### src/rtl/mac_lane_array.sv
// Broadcast-activation multi-lane MAC with per-lane weight memories.
// Optional per-lane saturating accumulate: define MAC_LANE_SAT_EN.
module mac_lane_array #(
  parameter int N_LANES = 4,
  parameter int I_W     = 8,
  parameter int W_W     = 8,
  parameter int W_D     = 4,
  parameter int RES_W   = 32,
  parameter int CNT_W   = 8
) (
  input  logic                     clk,
  input  logic                     reset,
  input  logic                     w_en,
  input  logic [N_LANES*W_W-1:0]   w_data,
  input  logic                     i_valid,
  output logic                     i_ready,
  input  logic [I_W-1:0]           i_data,
  input  logic                     i_signed,
  input  logic                     w_signed,
  input  logic [CNT_W-1:0]         acc_len,
  output logic                     res_valid,
  input  logic                     res_ready,
  output logic [N_LANES*RES_W-1:0] res_data,
  output logic [N_LANES-1:0]       res_sat,
  output logic                     busy
);

  localparam int P_W = I_W + W_W;
  localparam int A_W = $clog2(W_D);

  typedef enum logic [1:0] {
    S_IDLE,
    S_RUN,
    S_FLUSH,
    S_HOLD
  } state_e;

  state_e state_q, state_d;

  logic [N_LANES-1:0][W_D-1:0][W_W-1:0] w_q, w_d;
  logic [A_W-1:0]   wr_ptr_q, wr_ptr_d;
  logic [A_W-1:0]   rd_q, rd_d, rd_use;
  logic [CNT_W-1:0] cnt_q, cnt_d, cnt_inc;
  logic [CNT_W-1:0] len_q, len_d, len_in;
  logic [N_LANES-1:0][RES_W-1:0] acc_q, acc_d;
  logic [N_LANES-1:0][RES_W-1:0] prod_q, prod_d;
  logic [N_LANES-1:0][RES_W-1:0] p_ext, acc_add;
  logic             prod_vld_q, prod_vld_d;
  logic [N_LANES-1:0] sat_q, sat_d, ovf;
`ifdef MAC_LANE_SAT_EN
  logic             psgn_q, psgn_d;
`endif

  logic             beat;
  logic             wr;
  logic             sgn_cur;
  logic signed [I_W:0] a_s;

  assign i_ready   = ((state_q == S_IDLE) & ~w_en)
                   | (state_q == S_RUN);
  assign beat      = i_valid & i_ready;
  assign wr        = (state_q == S_IDLE) & w_en;
  assign sgn_cur   = i_signed | w_signed;
  assign rd_use    = (state_q == S_IDLE) ? '0 : rd_q;
  assign cnt_inc   = cnt_q + CNT_W'(1);
  assign len_in    = (acc_len == '0) ? CNT_W'(1) : acc_len;
  assign a_s       = {i_signed & i_data[I_W-1], i_data};

  assign res_valid = (state_q == S_HOLD);
  assign busy      = (state_q != S_IDLE);
  assign res_data  = acc_q;
  assign res_sat   = sat_q;

  for (genvar k = 0; k < N_LANES; k++) begin : g_lane
    logic [W_W-1:0]          w_sel;
    logic signed [W_W:0]     b_s;
    logic signed [P_W-1:0]   p_tr;

    assign w_sel    = w_q[k][rd_use];
    assign b_s      = {w_signed & w_sel[W_W-1], w_sel};
    // low P_W bits of the sign-extended product are exact
    assign p_tr     = P_W'(a_s) * P_W'(b_s);
    assign p_ext[k] = sgn_cur ? RES_W'(p_tr)
                              : RES_W'($unsigned(p_tr));

`ifdef MAC_LANE_SAT_EN
    logic [RES_W:0]   sum;
    logic [RES_W-1:0] add_l;
    logic             ovf_l;

    assign sum = {psgn_q & acc_q[k][RES_W-1], acc_q[k]}
               + {psgn_q & prod_q[k][RES_W-1], prod_q[k]};

    always_comb begin
      add_l = sum[RES_W-1:0];
      ovf_l = 1'b0;
      if (psgn_q) begin
        if (sum[RES_W] != sum[RES_W-1]) begin
          ovf_l = 1'b1;
          add_l = sum[RES_W] ? {1'b1, {(RES_W-1){1'b0}}}
                             : {1'b0, {(RES_W-1){1'b1}}};
        end
      end else if (sum[RES_W]) begin
        ovf_l = 1'b1;
        add_l = '1;
      end
    end

    assign acc_add[k] = add_l;
    assign ovf[k]     = ovf_l;
`else
    assign acc_add[k] = acc_q[k] + prod_q[k];
    assign ovf[k]     = 1'b0;
`endif
  end

  always_comb begin
    state_d    = state_q;
    w_d        = w_q;
    wr_ptr_d   = wr_ptr_q;
    rd_d       = rd_q;
    cnt_d      = cnt_q;
    len_d      = len_q;
    acc_d      = acc_q;
    prod_d     = prod_q;
    prod_vld_d = 1'b0;
    sat_d      = sat_q;
`ifdef MAC_LANE_SAT_EN
    psgn_d     = psgn_q;
`endif

    // drain the product registered on the previous beat
    if (prod_vld_q) begin
      acc_d = acc_add;
      sat_d = sat_q | ovf;
    end

    unique case (state_q)
      S_IDLE: begin
        if (wr) begin
          for (int k = 0; k < N_LANES; k++) begin
            w_d[k][wr_ptr_q] = w_data[k*W_W +: W_W];
          end
          wr_ptr_d = wr_ptr_q + A_W'(1);
        end else if (beat) begin
          len_d      = len_in;
          acc_d      = '0;
          sat_d      = '0;
          cnt_d      = CNT_W'(1);
          rd_d       = A_W'(1);
          prod_d     = p_ext;
          prod_vld_d = 1'b1;
`ifdef MAC_LANE_SAT_EN
          psgn_d     = sgn_cur;
`endif
          state_d    = (len_in == CNT_W'(1)) ? S_FLUSH
                                             : S_RUN;
        end
      end
      S_RUN: begin
        if (beat) begin
          prod_d     = p_ext;
          prod_vld_d = 1'b1;
`ifdef MAC_LANE_SAT_EN
          psgn_d     = sgn_cur;
`endif
          cnt_d      = cnt_inc;
          rd_d       = rd_q + A_W'(1);
          if (cnt_inc == len_q) begin
            state_d = S_FLUSH;
          end
        end
      end
      S_FLUSH: begin
        state_d = S_HOLD;
      end
      S_HOLD: begin
        if (res_ready) begin
          state_d = S_IDLE;
        end
      end
      default: begin
        state_d = S_IDLE;
      end
    endcase
  end

  always_ff @(posedge clk) begin
    if (!reset) begin
      state_q    <= S_IDLE;
      w_q        <= '0;
      wr_ptr_q   <= '0;
      rd_q       <= '0;
      cnt_q      <= '0;
      len_q      <= '0;
      acc_q      <= '0;
      prod_q     <= '0;
      prod_vld_q <= 1'b0;
      sat_q      <= '0;
`ifdef MAC_LANE_SAT_EN
      psgn_q     <= 1'b0;
`endif
    end else begin
      state_q    <= state_d;
      w_q        <= w_d;
      wr_ptr_q   <= wr_ptr_d;
      rd_q       <= rd_d;
      cnt_q      <= cnt_d;
      len_q      <= len_d;
      acc_q      <= acc_d;
      prod_q     <= prod_d;
      prod_vld_q <= prod_vld_d;
      sat_q      <= sat_d;
`ifdef MAC_LANE_SAT_EN
      psgn_q     <= psgn_d;
`endif
    end
  end

endmodule

### config.mk
export PLATFORM = sky130hd
export DESIGN_NAME = mac_lane_array
export DESIGN_NICKNAME = d
export VERILOG_FILES = /design/src/rtl/mac_lane_array.sv
export SDC_FILE = /design/constraint.sdc
export NUM_CORES = 2
export LEC_CHECK = 0
export CELL_PAD_IN_SITES_DETAIL_PLACEMENT = 1
export CELL_PAD_IN_SITES_GLOBAL_PLACEMENT = 1
export CORE_UTILIZATION = 47
export CTS_CLUSTER_DIAMETER = 40
export DETAILED_ROUTE_END_ITERATION = 12
export PLACE_DENSITY = 0.94
export SKIP_LAST_GASP = 1
export SLEW_MARGIN = 20
export SYNTH_ARGS = -nofsm -noshare
export SYNTH_HDL_FRONTEND = slang
export SYNTH_SLANG_ARGS = --single-unit
### constraint.sdc
create_clock -name clk -period 8.59 [get_ports clk]
set_input_delay 0.859 -clock clk [delete_from_list [all_inputs] [get_ports clk]]
set_output_delay 0.859 -clock clk [all_outputs]
set_load 0.03 [all_outputs]
==> parameters.txt <==
Parameter                              Value

Critical path
  Setup crit end ... prod_q[30]
  Launching point of the worst reg2reg path ... state_q[1]
  Cells on worst reg2reg path ... 28
  Cell at the slowest stage of the critical path ... a31oi_1
  First element of the critical path ... state_q[1]
  Kind of launch point of the worst setup path ... register
  Kind of critical path ... register to register
  Critical path fanouts, max ... 38
  Delay of the slowest cell on the worst path ... between 0.8 and 0.9 ns
  Worst Setup End Kind ... register
  Most frequent CP cell ... inv_1
  Cell family contributing the most delay on the critical path ... adder cells
  Required time of the critical path ... between 9 and 10 ns
  Arrival @ worst endpoint ... 8.81 ns
  End of the worst register-to-register path ... prod_q[30]
  WP buf/inv ... 6
  Stages on the worst setup path ... 28
  Reg2reg setup slack ... 0.23 ns

Place
  Half-perimeter wire length of the detailed placement result ... slightly below 80000 µm
  Final weighted congestion in routability-driven placement ... roughly 0.87
  Post-placement cell count ... 4609
  Instance area after placement ... 33300 µm²
  Total of buffers placed on input and output ports ... around 190

Detailed routing
  Number of optimization iterations in the first detailed-route pass ... 9
  Antenna Violating Nets Remaining ... 0
  Drc violations ... 0
  Detail-routed via count per cell ... approximately 6.3
  Final WL ... around 120000 µm
  DR vias ... 29700
  Average wire per standard cell ... 26.3 µm
  DRC violation total after the first TritonRoute iteration ... 2607

Power and ir drop
  Proportion of power drawn by the clock network ... 30.3%
  Lkg Pwr ... around 16 nW
  Power dissipated by switching net loads ... 0.00386 W
  P per Cell Area ... 247 nW/µm²
  Power Internal ... 0.00494 W
  Relative contribution of sequential cells to total power ... 22.1%
  Switching share of power ... 43.9%
  Share of total power in combinational logic ... 47.7%
  Overall power after layout ... a little under 0.009 W
  Max rail drop VDD ... 153 µV

Clock network
  Depth of the CTS H-tree ... 3
  CTS clock-pin slew for the worst setup and hold paths ... 0.06 ns
  Root buf cell ... clkbuf_16
  Clock sinks ... 347
  Clock Latency Late Sink ... 0.64 ns
  Clock tree from TritonCTS ... built
  Post-CTS setup buffer count ... 0
  Number of buffers between clock root and the deepest sink ... 3
  Number of buffers added by the clock tree synthesis step ... 66

Worst hold path
  Hold path cells ... 2
  Hold Startpoint ... w_q[84]
  HP Class ... register to register

Outcome
  Status ... complete, no violations

STA
  Shortest clock period the worst path allows after layout ... 8.36 ns
  Worst-margin pin slew ... around 1.2 ns
  Total Neg Setup Slack ... 0 ns
  Worst max-slew margin expressed relative to the limit ... 19.8%
  Number of endpoints with negative hold slack in the final report ... 0
  Final worst-path cycle share ... 97.3%
  Number of max-slew violations in the final report ... 0
  Post-Route Skew ... 0.0419 ns
  Final-layout worst hold slack ... around 0.46 ns
  F_max ... 0.120 GHz
  Finish-stage setup viols ... 0

Final layout
  Layout cells sized above 1 ... 5.40%
  Final Non-Filler Cells ... 4732
  Finished Cell Area ... 35600 µm²
  Count of filler cells inserted in the layout ... 7446
  Area growth syn-to-layout ... 16.4%
  Fin nets ... approximately 4400

Synth
  Yosys top cell by area ... dfxtp_1
  Top flip-flop cell by instance count after synthesis ... dfxtp_1
  Number of synthesized flops with an enable pin ... 0
  Cells after synthesis ... 3691
  Synth warn ... 0
  Leading post-synthesis cells by instance count ... nand2_1 (656), dfxtp_1 (347), inv_1 (345), ha_1 (265), fa_1 (256)
  Syn Area/Cell ... around 8.3 µm²
  Total standard cell area after synthesis ... a little over 30000 µm²
  Total of flip-flops plus latches after synthesis ... approximately 350
  Fraction of the yosys area taken by sequential cells ... 22.7%
  Yosys cell types ... between 70 and 80
  Dominant cells by area after synthesis ... dfxtp_1 (23%), fa_1 (17%), ha_1 (11%)
  Most frequent cell after synthesis ... nand2_1
  Fraction of synthesized cell area taken by the top area cell type ... 22.7%
  FFs w/ async S/R, synth ... 0%

Floorplanning
  FP Rows ... 93
  Overall die area ... around 66000 µm²
  Die width ... 257 µm
  Number of top-level design ports ... 190
  Std-Cell Core Area ... 64300 µm²
  Die Ht ... 257 µm
  Initial standard-cell utilization of the core ... 47.5%

GRT
  GR Overflow Total ... 0
  Vias in the first global route ... between 30000 and 40000
  Maximum number of pins on one net before global-route repair ... 89
  Wire length of the first global-routing pass ... around 190000 µm
  Total global routing track utilization ... 37.3%
  Number of antenna violations at the first check in global routing ... 9

Flow run
  Number of max-capacitance violations reported ... 0
-- flip-flops by register name (all words and copies together) (netlist names) --
signal      flops
state_q         2
wr_ptr_q        2
cnt_q           8
len_q           8
res_data      128
prod_vld_q      1
prod_q         68
w_q           128
rd_q            2
-- repair_timing --
item | in CTS | in global routing
gates cloned | 0 | 0
endpoints found under the setup margin | 3 | 15
resized for setup | 1 | 7
hold buffers | 0 | 0
-- kinds of logic after synthesis --
group | after synthesis | synth area share (%)
muxes | 69 | 2.26
buffers and inverters | 524 | 6.48
other | 1 | 0.0123
xor gates and xnor gates | 169 | 4.84
adders and majority gates | 521 | 27.6
and+or+nand+nor | 1310 | 19.7
DFF | 347 | 22.7
AOI/OAI and AO/OA | 750 | 16.4
-- cell usage in the layout (no fill, tap or decap), types with 70 or more instances in the layout --
| cell | n |
|---|---|
| ha_1 | 265 |
| clkbuf_16 | 70 |
| fa_1 | 256 |
| inv_1 | 345 |
| o21ai_0 | 111 |
| nand2_1 | 653 |
| dfxtp_1 | 345 |
| and2_1 | 191 |
| a21boi_0 | 175 |
| xnor2_1 | 128 |
| clkdlybuf4s50_1 | 183 |
| a21oi_1 | 148 |
| nor2_1 | 184 |
-- power by group through the flow --
stage / clock network [W] / logic (W) / registers [W]
final: 0.00266 / 0.00419 / 0.00194
after floorplan: 0 / 0.00246 / 0.00193
after detailed placement: 0 / 0.00372 / 0.00195
after CTS: 0.00267 / 0.00403 / 0.00193
after global placement: 0 / 0.00330 / 0.00193
after global routing: 0.00275 / 0.00445 / 0.00194
-- tightest hold or removal path, delay by kind of cell, from the launching register on --
| family | cells | cell delay, ns |
|---|---|---|
| DFF | 1 | 0.30 |
| and+or+nand+nor | 1 | 0.05 |
| AOI/OAI and AO/OA | 1 | 0.06 |
-- stage by stage --
step / utilization (%) / setup slack [ns]
6_report: 55.3 / 0.235
4_1_cts: 55.2 / 0.154
5_1_grt: 55.3 / -0.0395
2_1_floorplan: - / 1.99
3_5_place_dp: 51.7 / 0.280
3_3_place_gp: 51.7 / 1.03
-- how the worst min path moves through the flow --
stage,to
after floorplan,w_q[21]
after global placement,w_q[80]
after detailed placement,w_q[20]
after CTS,w_q[20]
after global routing,w_q[84]
final,w_q[84]
-- routing by layer --
metal / track usage (%) / part of all wire (%) / up-vias / routed length (µm)
met5: 0.512 / 0.052 / - / 65
met3: 10.1 / 8.5 / 753 / 10600
li1: - / - / 12500 / -
met4: 29.1 / 8.4 / 10 / 10500
met2: 62.9 / 48 / 1786 / 59600
met1: 39.5 / 35 / 14600 / 43600
-- area by class of cell --
type                       instances  area, µm²  share of cell area (%)
antenna                            5       12.5                  0.0352
clock buffer                      83       1850                    5.20
clock inverter                    34        370                    1.04
inverter                         346       1300                    3.65
multi-input combinational       2823      21800                    61.2
sequential                       347       6950                    19.5
tap                              855       1070                    3.01
timing repair buffer             239       2270                    6.37
Power figures use the tool's default switching activity.
